<file path="src/rtl/tdm_demux_1x4.sv">
// tdm_demux_1x4: four-slot TDM receiver that stages samples and publishes whole frames on dout.
// Optional saturating sync-error counter built only when TDM_DEMUX_ERRCNT_EN is defined.
module tdm_demux_1x4 #(
    parameter int WIDTH = 1
) (
    input  logic               clk,
    input  logic               rst,
    input  logic [WIDTH-1:0]   din,
    input  logic               din_valid,
    input  logic               frame_sync,
    output logic [4*WIDTH-1:0] dout,
    output logic               dout_valid,
    output logic [1:0]         slot,
    output logic               sync_err,
    output logic [7:0]         err_cnt
);
    logic [1:0]            slot_q, slot_d;
    logic [2:0][WIDTH-1:0] stg_q, stg_d;
    logic [4*WIDTH-1:0]    dout_q, dout_d;
    logic                  dout_valid_q, dout_valid_d;
    logic                  sync_err_q, sync_err_d;
    logic                  resync, frame_done;

    assign resync     = din_valid && frame_sync && slot_q != 2'd0;
    assign frame_done = din_valid && !resync && slot_q == 2'd3;

    always_comb begin
        for (int k = 0; k < 3; k++)
            stg_d[k] = (din_valid && slot_q == 2'(k)) || (resync && k == 0) ? din : stg_q[k];
        slot_d       = resync ? 2'd1 : din_valid ? slot_q + 2'd1 : slot_q;
        dout_d       = frame_done ? {din, stg_q[2], stg_q[1], stg_q[0]} : dout_q;
        dout_valid_d = frame_done;
        sync_err_d   = resync;
    end

    always_ff @(posedge clk) begin
        if (rst) begin
            slot_q       <= '0;
            stg_q        <= '0;
            dout_q       <= '0;
            dout_valid_q <= 1'b0;
            sync_err_q   <= 1'b0;
        end else begin
            slot_q       <= slot_d;
            stg_q        <= stg_d;
            dout_q       <= dout_d;
            dout_valid_q <= dout_valid_d;
            sync_err_q   <= sync_err_d;
        end
    end

`ifdef TDM_DEMUX_ERRCNT_EN
    logic [7:0] err_cnt_q, err_cnt_d;

    // Counts on the same edge that raises sync_err so both become visible together.
    always_comb begin
        err_cnt_d = (sync_err_d && err_cnt_q != 8'hff) ? err_cnt_q + 8'd1 : err_cnt_q;
    end

    always_ff @(posedge clk) begin
        if (rst) err_cnt_q <= '0;
        else     err_cnt_q <= err_cnt_d;
    end

    assign err_cnt = err_cnt_q;
`else
    assign err_cnt = 8'd0;
`endif

    assign dout       = dout_q;
    assign dout_valid = dout_valid_q;
    assign slot       = slot_q;
    assign sync_err   = sync_err_q;
endmodule

</file>
<file path="config.mk">
export PLATFORM = sky130hd
export DESIGN_NAME = tdm_demux_1x4
export DESIGN_NICKNAME = d
export VERILOG_FILES = /design/src/rtl/tdm_demux_1x4.sv
export SDC_FILE = /design/constraint.sdc
export NUM_CORES = 1
export LEC_CHECK = 0
export ABC_CLOCK_PERIOD_IN_PS = 1150
export BUFFER_PORTS_ARGS = -buffer_cell sky130_fd_sc_hd__buf_4
export CAP_MARGIN = 10
export CORE_MARGIN = 1
export CORE_UTILIZATION = 40
export DETAILED_ROUTE_END_ITERATION = 10
export GPL_ROUTABILITY_DRIVEN = 1
export PLACE_DENSITY = 0.66
export SKIP_LAST_GASP = 1
export SYNTH_ARGS = -nofsm -noshare
export SYNTH_HDL_FRONTEND = slang
export SYNTH_SLANG_ARGS = --single-unit
</file>
<file path="constraint.sdc">
create_clock -name clk -period 1.15 [get_ports clk]
set_input_delay 0 -clock clk [delete_from_list [all_inputs] [get_ports clk]]
set_output_delay 0 -clock clk [all_outputs]
set_load 0.02 [all_outputs]
</file>
==> flow_metrics.tcl <==
set metrics [dict create \
    slew_violations 0 \
    critPathLaunchType "flop" \
    yosysSeqAreaShare_pct 38.60 \
    gp_congestion 0.7599 \
    rsz0062_at_grt "true" \
    clk_latency_ns 0.27 \
    io_pins 21 \
    gr-usage-met2_pct 23.36 \
    yosysUniqueCellTypes 19 \
    wire_per_inst_um 10.56 \
    use_met3_pct 3.409 \
    drt_iter0_drc 10 \
    cap_violations 0 \
    r2r-start "slot[1]" \
    crit_slowest_cell "dfxtp_4" \
    synth_top_family_by_area "simple AND/OR/NAND/NOR gates" \
    antenna_found_initial 0 \
    root_buffer "clkbuf_4" \
    dr_total_vias 432 \
    worstHoldPathType "in -> reg" \
    timing.rr.end "dout[2]" \
    drive_gt1_share_pct 38.75 \
    worst_ir_drop_vdd_v 0.0004279 \
    initial_utilization_pct 43.30 \
    antenna_left 0 \
    critPathKind "reg -> reg" \
    htree_levels 1 \
    vias_per_cell 4.547 \
    hpwl_um 664.6 \
    setup_viol 0 \
    synth_compound_area_share_pct 5.921 \
    min_period_over_period_pct 96.66 \
    mostFrequentLayoutCells "18 x buf_4, 9 x nand2b_1, 9 x dfxtp_1, 8 x conb_1, 5 x mux2i_1" \
    r2r_cells 4 \
    end_kind "flop" \
    grt_overflow 0 \
    syn_area_um2 570.5 \
    final.min_clock_period_ns 1.112 \
    place_ws_ns 0.007876 \
    synth_xor_area_share_pct 0 \
    totalWireLength_mm 1.003 \
    antenna_cells 0 \
    coreArea_um2 1318 \
    arrival_ns 1.32 \
    num_rows 13 \
    cp_cell_sequence "buf_4, ha_2, and3_4, mux2i_1" \
    synth_seq_cells 11 \
    slowest_delay_ns 0.35 \
    synth.mux.area_fraction_pct 8.772 \
    place_inst 85 \
    met1_usage_pct 17.35 \
    first_pass_iters 3 \
    yosysWarnings 0 \
    path_clk_slew_ns 0.07 \
    cts.sinks 11 \
    synthSimpleGateAreaFrac_pct 23.25 \
    gr-usage-all-layers_pct 14.82 \
    fmax_mhz 899.6 \
    drc 0 \
    reg2reg_slack_ns 0.04 \
    whs_endpoint "stg_q[2]" \
    final_common_cell "buf_4" \
    worstHoldStart "din" \
    hold_viol 0 \
    die_w_um 39.77 \
    clock_skew_ns 0.002165 \
    syn2layout_area_growth_pct 31.80 \
    fin_cells 95 \
    numCtsBuffers 3 \
    die_h_um 39.77 \
    required_ns 1.35 \
    finalNetCount 90 \
    syn_area_per_cell_um2 9.509 \
    grt.busiest_layer "met2" \
    grt_pass1_vias 349 \
    grt_max_degree 15 \
    die_area_um2 1581 \
    synth_fa_ha_area_share_pct 8.772 \
    portBuffers 12 \
    cts_buffer_depth 2 \
    tritoncts "done" \
    power.leakage_nw 0.3368 \
    status "finished clean" \
    worst-path-max-fanout 4 \
    hold_depth 3 \
    syn_inst 60 \
    p_per_area_nw_per_um2 1108 \
    worst_slack_ns 0.03843 \
    grt_pass1_wl_mm 1.449 \
]
cell type report:
type                       instances  area, µm²
inverter                           2      10.01
fill                             121      565.5
multi-input combinational         44      324.1
clock buffer                       4      26.28
timing repair buffer              19      145.1
tap                               15      18.77
sequential                        11      227.7
synthesized netlist by cell type:
cell type  count  share of area, %
nand3_1        3               2.6
o21ai_1        1              0.88
nor3b_1        1               1.3
and3_4         1               2.0
a21oi_1        3               2.6
buf_2          1              0.88
inv_1          2               1.3
o21bai_1       1               1.3
ha_1           4               8.8
nand2b_4       1               2.4
nand3_2        1               1.8
a31oi_1        1               1.1
nand2b_1       9               9.9
nand2_1        4               2.6
mux2i_1        5               8.8
conb_1         1              0.66
nor2_1         1              0.66
dfxtp_1       11                39
buf_4          9                12
where the power goes:
part / internal, W / switching (W) / total [W]
combinational: 0.0000733 / 0.0000894 / 0.000163
sequential: 0.000391 / 0.00000714 / 0.000399
clock: 0.000134 / 0.000137 / 0.000272
per-layer routing:
| metal | routed length (µm) | part of all wire (%) | up-vias |
|---|---|---|---|
| li1 | - | - | 221 |
| met3 | 45 | 4.5 | 2 |
| met5 | 0 | 0 | - |
| met4 | 10 | 1.0 | 0 |
| met2 | 504 | 50 | 15 |
| met1 | 442 | 44 | 194 |
flip-flops by register name (all words and copies together), names as in the netlist:
signal	cells
sync_err	1
stg_q	3
slot	2
dout_valid	1
dout	4
worst max-delay path by stage:
stage	start	slack, ns	end	depth (start not counted)
2_1_floorplan	slot[1]	0.01	dout[1]	5
3_5_place_dp	slot[0]	0.008	dout[2]	5
5_1_grt	slot[0]	-0.006	dout[1]	4
6_report	slot[1]	0.04	dout[2]	4
4_1_cts	slot[1]	0.01	dout[2]	5
3_3_place_gp	slot[1]	0.01	dout[1]	5
per-stage QoR:
stage	setup TNS (ns)	area, µm²	power [W]	hold WS (ns)	util (%)
finish	0	752.0	0.0008329	0.006390	57.07
CTS	0	716.9	0.0008198	0.0009303	54.42
floorplan	0	606.8	0.0005189	0.1475	-
global placement	0	650.6	0.0005335	0.2637	49.38
detailed placement	0	650.6	0.0005347	0.2599	49.38
global route	-0.01154	752.0	0.0008755	0.01320	57.07
worst max-delay path, delay by kind of cell (launching register included):
family	cells	cell delay, ns
flip-flops	1	0.35
adder cells (fa/ha/maj)	1	0.21
AND/OR/NAND/NOR	1	0.20
multiplexers	1	0.17
buffers and inverters	1	0.12
kinds of logic after synthesis:
| family | count (synthesis) |
|---|---|
| other | 1 |
| buffers and inverters | 12 |
| AOI/OAI and AO/OA | 6 |
| muxes | 5 |
| and+or+nand+nor | 21 |
| DFF | 11 |
| adders and majority gates | 4 |
repair_timing:
item	CTS	global route
hold buffers	1	0
pin swaps	0	1
endpoints found under the hold margin	5	0
setup buffers	4	1
gates cloned	0	0
endpoints found under the setup margin	2	5
resized for setup	0	6
Note: power is estimated with default switching activity, not from simulation.
